==> config.mk <==
export PLATFORM = sky130hd
export DESIGN_NAME = sync_fifo_flags
export DESIGN_NICKNAME = d
export VERILOG_FILES = /design/src/rtl/fifo_pkg.sv /design/src/rtl/fifo_ptr.sv /design/src/rtl/sync_fifo_flags.sv
export SDC_FILE = /design/constraint.sdc
export NUM_CORES = 1
export LEC_CHECK = 0
export CELL_PAD_IN_SITES_DETAIL_PLACEMENT = 0
export CELL_PAD_IN_SITES_GLOBAL_PLACEMENT = 2
export CORE_ASPECT_RATIO = 2
export CORE_MARGIN = 2
export CORE_UTILIZATION = 44
export CTS_CLUSTER_DIAMETER = 50
export CTS_CLUSTER_SIZE = 28
export DETAILED_ROUTE_END_ITERATION = 7
export PLACE_DENSITY_LB_ADDON = 0.08
export SLEW_MARGIN = 20
export SYNTH_ARGS = -nofsm -noshare
export SYNTH_HDL_FRONTEND = slang
export SYNTH_SLANG_ARGS = --single-unit
==> constraint.sdc <==
create_clock -name clk -period 4 [get_ports clk]
set_input_delay 0.6 -clock clk [delete_from_list [all_inputs] [get_ports clk]]
set_output_delay 0.6 -clock clk [all_outputs]
set_load 0.02 [all_outputs]
==> src/rtl/fifo_pkg.sv <==
// Shared types and helpers for the flagged synchronous FIFO.
//   fifo_mode_e : read-port mode (registered read or first-word-fall-through)
//   cnt_width() : width needed to hold an occupancy of 0..depth
package fifo_pkg;

   typedef enum logic {
      FIFO_STD  = 1'b0,
      FIFO_FWFT = 1'b1
   } fifo_mode_e;

   function automatic int cnt_width(input int depth);
      return $clog2(depth + 1);
   endfunction

endpackage

==> src/rtl/fifo_ptr.sv <==
// Wrap-around pointer for a FIFO of arbitrary depth.
// Ports:
//   clk : rising-edge clock
//   rst : asynchronous active-high reset, pointer returns to 0
//   inc : advance the pointer by one this cycle
//   ptr : current pointer, 0..DEPTH-1
module fifo_ptr #(
   parameter  int DEPTH = 8,
   localparam int PW    = (DEPTH > 1) ? $clog2(DEPTH) : 1
) (
   input  logic          clk,
   input  logic          rst,
   input  logic          inc,
   output logic [PW-1:0] ptr
);

   logic [PW-1:0] r_ptr;

   // Explicit wrap at DEPTH-1 so non-power-of-two depths stay in range.
   always_ff @(posedge clk or posedge rst) begin
      if (rst) begin
         r_ptr <= '0;
      end else if (inc) begin
         r_ptr <= (r_ptr == PW'(DEPTH - 1)) ? '0 : r_ptr + PW'(1);
      end
   end

   assign ptr = r_ptr;

endmodule

==> src/rtl/sync_fifo_flags.sv <==
// Single-clock FIFO with occupancy count, almost-full/almost-empty
// thresholds and sticky overflow/underflow flags.
// Ports:
//   clk, rst          : clock, asynchronous active-high reset
//   write_en, data_in : push request and data
//   read_en, data_out : pop request and read data (registered or FWFT)
//   full, empty       : count == DEPTH, count == 0
//   almost_full/empty : count >= AF_THRESH, count <= AE_THRESH
//   count             : current occupancy
//   overflow          : sticky, a write was rejected
//   underflow         : sticky, a read was rejected
//   clr_err           : synchronous clear of both sticky flags
module sync_fifo_flags import fifo_pkg::*; #(
   parameter  int DATA_WIDTH = 16,
   parameter  int DEPTH      = 8,
   parameter  int AF_THRESH  = DEPTH - 2,
   parameter  int AE_THRESH  = 1,
   parameter  int FWFT       = 0,
   localparam int CW         = cnt_width(DEPTH)
) (
   input  logic                  clk,
   input  logic                  rst,
   input  logic                  write_en,
   input  logic [DATA_WIDTH-1:0] data_in,
   input  logic                  read_en,
   output logic [DATA_WIDTH-1:0] data_out,
   output logic                  full,
   output logic                  empty,
   output logic                  almost_full,
   output logic                  almost_empty,
   output logic [CW-1:0]         count,
   output logic                  overflow,
   output logic                  underflow,
   input  logic                  clr_err
);

   localparam int PW = (DEPTH > 1) ? $clog2(DEPTH) : 1;

   if (DEPTH < 2) begin : g_bad_depth
      $error("sync_fifo_flags: DEPTH must be >= 2");
   end
   if (AF_THRESH < 1 || AF_THRESH > DEPTH - 1) begin : g_bad_af
      $error("sync_fifo_flags: AF_THRESH must be in 1..DEPTH-1");
   end
   if (AE_THRESH < 0 || AE_THRESH > DEPTH - 2) begin : g_bad_ae
      $error("sync_fifo_flags: AE_THRESH must be in 0..DEPTH-2");
   end
   if (FWFT != 0 && FWFT != 1) begin : g_bad_mode
      $error("sync_fifo_flags: FWFT must be 0 or 1");
   end

   localparam fifo_mode_e MODE = (FWFT == 1) ? FIFO_FWFT : FIFO_STD;

   logic [DATA_WIDTH-1:0] r_mem [DEPTH];
   logic [CW-1:0]         r_count;
   logic                  r_overflow;
   logic                  r_underflow;
   logic [PW-1:0]         w_wr_ptr;
   logic [PW-1:0]         w_rd_ptr;
   logic                  w_full;
   logic                  w_empty;
   logic                  w_wr_acc;
   logic                  w_rd_acc;

   // Flags decode straight off the count register so they all move together.
   assign w_full  = (r_count == CW'(DEPTH));
   assign w_empty = (r_count == '0);

   // A write into a full FIFO is allowed when a pop frees the slot this edge.
   assign w_wr_acc = write_en && (!w_full || read_en);
   assign w_rd_acc = read_en && !w_empty;

   fifo_ptr #(.DEPTH(DEPTH)) u_wr_ptr (
      .clk (clk),
      .rst (rst),
      .inc (w_wr_acc),
      .ptr (w_wr_ptr)
   );

   fifo_ptr #(.DEPTH(DEPTH)) u_rd_ptr (
      .clk (clk),
      .rst (rst),
      .inc (w_rd_acc),
      .ptr (w_rd_ptr)
   );

   // Storage is deliberately left out of reset.
   always_ff @(posedge clk) begin
      if (w_wr_acc) begin
         r_mem[w_wr_ptr] <= data_in;
      end
   end

   always_ff @(posedge clk or posedge rst) begin
      if (rst) begin
         r_count <= '0;
      end else begin
         case ({w_wr_acc, w_rd_acc})
            2'b10:   r_count <= r_count + CW'(1);
            2'b01:   r_count <= r_count - CW'(1);
            default: r_count <= r_count;
         endcase
      end
   end

   // Set beats clear when both happen in the same cycle.
   always_ff @(posedge clk or posedge rst) begin
      if (rst) begin
         r_overflow  <= 1'b0;
         r_underflow <= 1'b0;
      end else begin
         if (write_en && w_full && !read_en) begin
            r_overflow <= 1'b1;
         end else if (clr_err) begin
            r_overflow <= 1'b0;
         end
         if (read_en && w_empty) begin
            r_underflow <= 1'b1;
         end else if (clr_err) begin
            r_underflow <= 1'b0;
         end
      end
   end

   if (MODE == FIFO_FWFT) begin : g_fwft
      // Head word is presented combinationally; zero while empty.
      assign data_out = w_empty ? '0 : r_mem[w_rd_ptr];
   end else begin : g_std
      logic [DATA_WIDTH-1:0] r_dout;

      always_ff @(posedge clk or posedge rst) begin
         if (rst) begin
            r_dout <= '0;
         end else if (w_rd_acc) begin
            r_dout <= r_mem[w_rd_ptr];
         end
      end

      assign data_out = r_dout;
   end

   assign full         = w_full;
   assign empty        = w_empty;
   assign almost_full  = (r_count >= CW'(AF_THRESH));
   assign almost_empty = (r_count <= CW'(AE_THRESH));
   assign count        = r_count;
   assign overflow     = r_overflow;
   assign underflow    = r_underflow;

endmodule

-- Word level (Yosys, flattened, before mapping)
Memory sizes are Yosys's and may differ from the RTL's. A register that Yosys moved wholly into a read port is not among the register bits.
Cells that the tools add are included.
- flip-flop bits (word level): 12
- logic and storage cells: 38
- output and inout bits: 26
- memories kept: 1
- bits in writable memories: 128
- memories (memory ; depth ; width ; rd ports ; clocked after memory_dff ; write ports ; line ; text):
    r_mem ; 8 ; 16 ; 1 ; 1 ; 1 ; sync_fifo_flags.sv:54 ; logic [DATA_WIDTH-1:0] r_mem [DEPTH];
- $add $sub $neg: 4
- equality and inequality tests: 5
- reductions and logical operators: 13
- muxes and demuxes: 8
- magnitude comparators: 2
- operators with widths (operator ; number):
    $pmux W4 S2 ; 1
    $add A3 B1 Y3 const B ; 2
    $eq A3 B3 Y1 const B ; 2
    $mux W3 ; 2
    $reduce_bool A2 Y1 ; 3
    $logic_and A1 B1 Y1 ; 5
    $mux W1 ; 5
    $add A4 B1 Y4 const B ; 1
    $eq A4 B4 Y1 const B ; 1
    $ge A4 B3 Y1 const B ; 1
    $le A4 B1 Y1 const B ; 1
    $logic_not A4 Y1 ; 1
    $sub A4 B1 Y4 const B ; 1
    $logic_not A1 Y1 ; 3
    $eq A2 B1 Y1 const B ; 1
    $eq A2 B2 Y1 const B ; 1
    $logic_or A1 B1 Y1 ; 1

-- Logic depth before layout (Yosys ltp)
- depth in word-level cells: 6
- depth in mapped cells: 10
- mapped depth without buffers: 9

-- Cells and area by module
A second synthesis with hierarchy kept.
- cells, all modules: 374
- area, all modules: 6258.5 um^2
- modules (own cells, without submodules) (module ; times used ; seq. area each (um^2) ; area an instance (um^2) ; cells an instance):
    sync_fifo_flags ; 1 ; 4394.2 ; 5970.7 ; 350
    fifo_ptr ; 2 ; 75.1 ; 143.9 ; 12

-- Worst setup path after synthesis
Ideal clock, no wire load.
- path type: flip-flop to flip-flop
- from: register r_count[0] (netlist: count[0])
- to: memory r_mem[0][0] (enable)
- path buffers: 0
- setup slack: 0.862 ns
- library setup time: 0.430 ns
- arrival: 2.708 ns
- stages on the path, launching flop included: 6
- cells stage by stage: dfrtp_1 inv_1 ha_1 nand3b_1 o21ai_2 nor4_1
- cells in the longest elaborated chain, start to end: 6
- ends and longest elaborated chain (item ; line ; text):
    from (decl) ; sync_fifo_flags.sv:55 ; logic [CW-1:0] r_count;
    from (signal assigned) ; sync_fifo_flags.sv:99 ; 2'b10: r_count <= r_count + CW'(1);
    from (signal assigned) ; sync_fifo_flags.sv:100 ; 2'b01: r_count <= r_count - CW'(1);
    from (signal assigned) ; sync_fifo_flags.sv:101 ; default: r_count <= r_count;
    $eq A4 B4 Y1 ; sync_fifo_flags.sv:66 ; assign w_full = (r_count == CW'(DEPTH));
    $logic_not A1 Y1 ; sync_fifo_flags.sv:70 ; assign w_wr_acc = write_en && (!w_full || read_en);
    $logic_or A1 B1 Y1 ; sync_fifo_flags.sv:70 ;
    $logic_and A1 B1 Y1 ; sync_fifo_flags.sv:70 ;
    $mux W1 ; sync_fifo_flags.sv:89 ; if (w_wr_acc) begin
    $mux W1 (not written as such) ; sync_fifo_flags.sv:90 ; r_mem[w_wr_ptr] <= data_in;
    to (decl) ; sync_fifo_flags.sv:54 ;
No other way between the ends.

-- Worst setup path in the final report
- from: register r_count[0] (netlist: count[0])
- to: output empty
- cells in the longest elaborated chain, start to end: 1
- ends and longest elaborated chain (item ; line ; text):
    $logic_not A4 Y1 ; sync_fifo_flags.sv:67 ; assign w_empty = (r_count == '0);
    to (decl) ; sync_fifo_flags.sv:28 ; output logic empty,
No other way between the ends.

==> metrics.md <==
| Metric | Value |
|---|---|
| Status | complete, no violations |
| Nets@finish | between 400 and 500 |
| Critical hold path startpoint | overflow$_DFFE_PP0P_ |
| Final period util | 0.794 |
| Chip Width | approximately 89 um |
| Wire length per cell | 21.0 um |
| Top cell family by delay on the critical path | buffers and inverters |
| Synth cell types | 33 |
| Htree depth | 4 |
| Antenna-violating nets left | 0 |
| Combinational Power Share | 0.310 |
| Mux share of post-synthesis cell area | 0.120 |
| CP bufs+invs | 3 |
| Post-synthesis sequential area ratio | 0.720 |
| Max_cap viols | 0 |
| Largest family of logic cells by synthesized area | multiplexers |
| Critical path, cell by cell | inv_1 -> ha_1 -> nor3b_4 -> buf_4 -> clkdlybuf4s50_1 |
| RePlAce Congestion | around 0.76 |
| CTS Root Cell | clkbuf_16 |
| Finished Cell Area | 7590 um^2 |
| Synth Cell Area | 6310 um^2 |
| Hold-fix buffers, CTS | 0 |
| Tightest Pin Transition | ~1 ns |
| Vias | approximately 3,400 |
| Die height | 173 um |
| Total power | around 0.0057 W |
| Final non-filler cell total | between 600 and 700 |
| DR vias/cell | about 5.4 |
| Reg power frac | 0.418 |
| Final setup fails | 0 |
| Reg-to-reg endpoint | count[3]$_DFFE_PP0P_ |
| Hpwl dp | about 7600 um |
| Slew Limit Fails | 0 |
| PwrDens | ~750 nW/um^2 |
| I/O Pins | 47 |
| Mapped Nets | 394 |
| Most common cell after layout, fill and taps aside | edfxtp_1 |
| Area Growth Syn to Fin | 20.3% |
| Final hold vios | 0 |
| Met2 global-route usage | 0.326 |
| Maximum root-to-sink buffer count | 2 |
| DP Worst Slack | roughly 1.2 ns |
| HP Class | register to register |
| Clock power share | 0.272 |
| Net Sw Power | roughly 0.0019 W |
| Final TNS setup | 0 ns |
| Layout cells sized above 1 | 0.229 |
| RSZ-0062 raised after global routing | no |
| CTS tree | built |
| #FFs+latches synth | 156 |
| Worst reg2reg startpoint | count[0]$_DFFE_PP0P_ |
| Gr usage total | 0.185 |
| Ys async rst share | 0.179 |
| Pre-antenna DRT Iters | 6 |
| Row Count | 62 |
| Reg2Reg Setup Slack | 1.38 ns |
| Global-route wire length before repair | approximately 20,000 um |
| Final worst slack | between 0.8 and 0.9 ns |
| CORE AREA | approximately 14,000 um^2 |
| Clock sinks | between 150 and 200 |
| Gate Count Post-Synth | between 300 and 400 |
| Internal Power | around 0.0038 W |
| Peak VDD IR | around 0.36 mV |
| Buffers on Ports | between 40 and 50 |
| Slew HR | 0.333 |
| Adder and majority gate portion of the synthesized area | 0.0178 |
| Final WL | 13,200 um |
| WS Path Type | register to output port |
| Fill cells | 1,171 |
| Max FO, Critical Path | 11 |
| Top FF cell, synth | edfxtp_1 |
| Seq. cell area | between 4000 and 5000 um^2 |
| Period minus WS final | roughly 3.2 ns |
| Gr ovfl total | 0 |
| # DRC | 0 |
| Reg2Reg Depth | 8 |
| XOR/XNOR share of the synthesized area | 0.00555 |
| Compound-Gate Fraction of Synth Area | 0.0864 |
| 1st-iter DRT viols | about 130 |
| Sw Share | 0.328 |
| Worst Hold Path EP | overflow$_DFFE_PP0P_ |
| # resized after CTS | 0 |
| CP arrival | 2.58 ns |
| Number of flops mapped to enable cells by yosys | 128 |
| Largest net degree at the start of global routing | 45 |
| Nature of the critical path startpoint | register |
| Pleak | 2.70 nW |
| Number of global-route vias before repair | approximately 3,700 |
| Most frequent cells in the layout | 128 x edfxtp_1, 46 x clkdlybuf4s50_1, 35 x mux2_2 |
| Clk_lat worst skew | 0.42 ns |
| Worst EP required | ~3.4 ns |
| Simple-Gate Fraction of Synth Area | 0.0256 |
| Yosys Warn Count | 0 |
| CP Capture Type | output port |
| M3 GR Usage | 0.0410 |
| Multi-input logic area | about 1600 um^2 |
| Synthesized area per cell | roughly 17 um^2 |
| Slowest stage delay, CP | 0.63 ns |
| Setup Fix Bufs, Post-CTS | 0 |
| Most used routing layer | met2 |
| Hold path depth | 1 |
| ANT cells | 0 |
| Die Area | 15,400 um^2 |
| Met1 usage | 0.211 |
| Crit-path slowest cell | clkdlybuf4s50_1 |
| Placed inst area | 7010 um^2 |
| Antenna violations before repair | 0 |
| Initial core utilization | 0.445 |
| FMAX | between 0.3 and 0.4 GHz |
| CTS buffer count | 17 |
| Worst Clk Skew | 0.00904 ns |
| Cells after DPL | ~600 |
| CTS clk-pin slew, worst paths | ~0.060 ns |
-- cell type report --
type,count,share of cell area
flip-flops and latches,156,0.599
well taps,192,0.0316
repair buffers,58,0.0725
inverters,7,0.00346
clock buffers,19,0.0597
multi-input cells,183,0.217
clock inverters,13,0.0170
-- through the flow --
step                      hold WS (ns)   util
final                            0.500  0.535
after global routing             0.550  0.535
after CTS                        0.502  0.535
after detailed placement         0.488  0.494
after global placement           0.494  0.494
after floorplan                  0.540      -
-- registers in the layout, indices dropped and copies added (netlist names) --
signal,count
r_mem,128
data_out,16
count,4
u_rd_ptr.ptr,3
u_wr_ptr.ptr,3
overflow,1
underflow,1
-- power by group through the flow --
stage               logic, W  registers [W]  clock network [W]
finish               0.00177        0.00240            0.00156
global placement     0.00179        0.00241                  0
floorplan            0.00118        0.00241                  0
CTS                  0.00181        0.00240            0.00160
detailed placement   0.00181        0.00243                  0
global route         0.00192        0.00244            0.00165
-- synth_stat cells (6+ instances only) --
cell / instances / area share
edfxtp_1: 128 / 0.61
mux2_2: 35 / 0.062
mux2i_1: 33 / 0.052
dfrtp_1: 28 / 0.11
o21ai_0: 18 / 0.014
a22o_1: 17 / 0.024
o22ai_1: 16 / 0.016
o31ai_2: 11 / 0.022
ha_1: 9 / 0.018
nor2_1: 8 / 0.0048
inv_1: 7 / 0.0042
buf_6: 6 / 0.011
-- worst max path at each step --
| stage | from | end | cells past startpoint |
|---|---|---|---|
| 6_report | count[0]$_DFFE_PP0P_ | empty | 5 |
| 2_1_floorplan | count[0]$_DFFE_PP0P_ | r_mem[0][0]$_DFFE_PP_ | 5 |
| 4_1_cts | count[0]$_DFFE_PP0P_ | empty | 5 |
| 3_3_place_gp | read_en | count[3]$_DFFE_PP0P_ | 6 |
| 3_5_place_dp | read_en | count[3]$_DFFE_PP0P_ | 6 |
| 5_1_grt | count[0]$_DFFE_PP0P_ | empty | 5 |
-- metal layers --
metal / share of wire / up-vias
li1: - / 1560
met3: 0.027 / 21
met5: 0 / -
met1: 0.38 / 1738
met4: 0.026 / 0
met2: 0.57 / 76
-- cells by family (layout without fill, tap and decap cells) --
logic type | count (synthesis) | after routing
flops | 156 | 156
compound gates | 71 | 71
mux | 71 | 71
simple gates | 28 | 28
buf+inv | 25 | 97
fa+ha+maj | 9 | 9
xor+xnor | 4 | 4
Power figures use the tool's default switching activity.
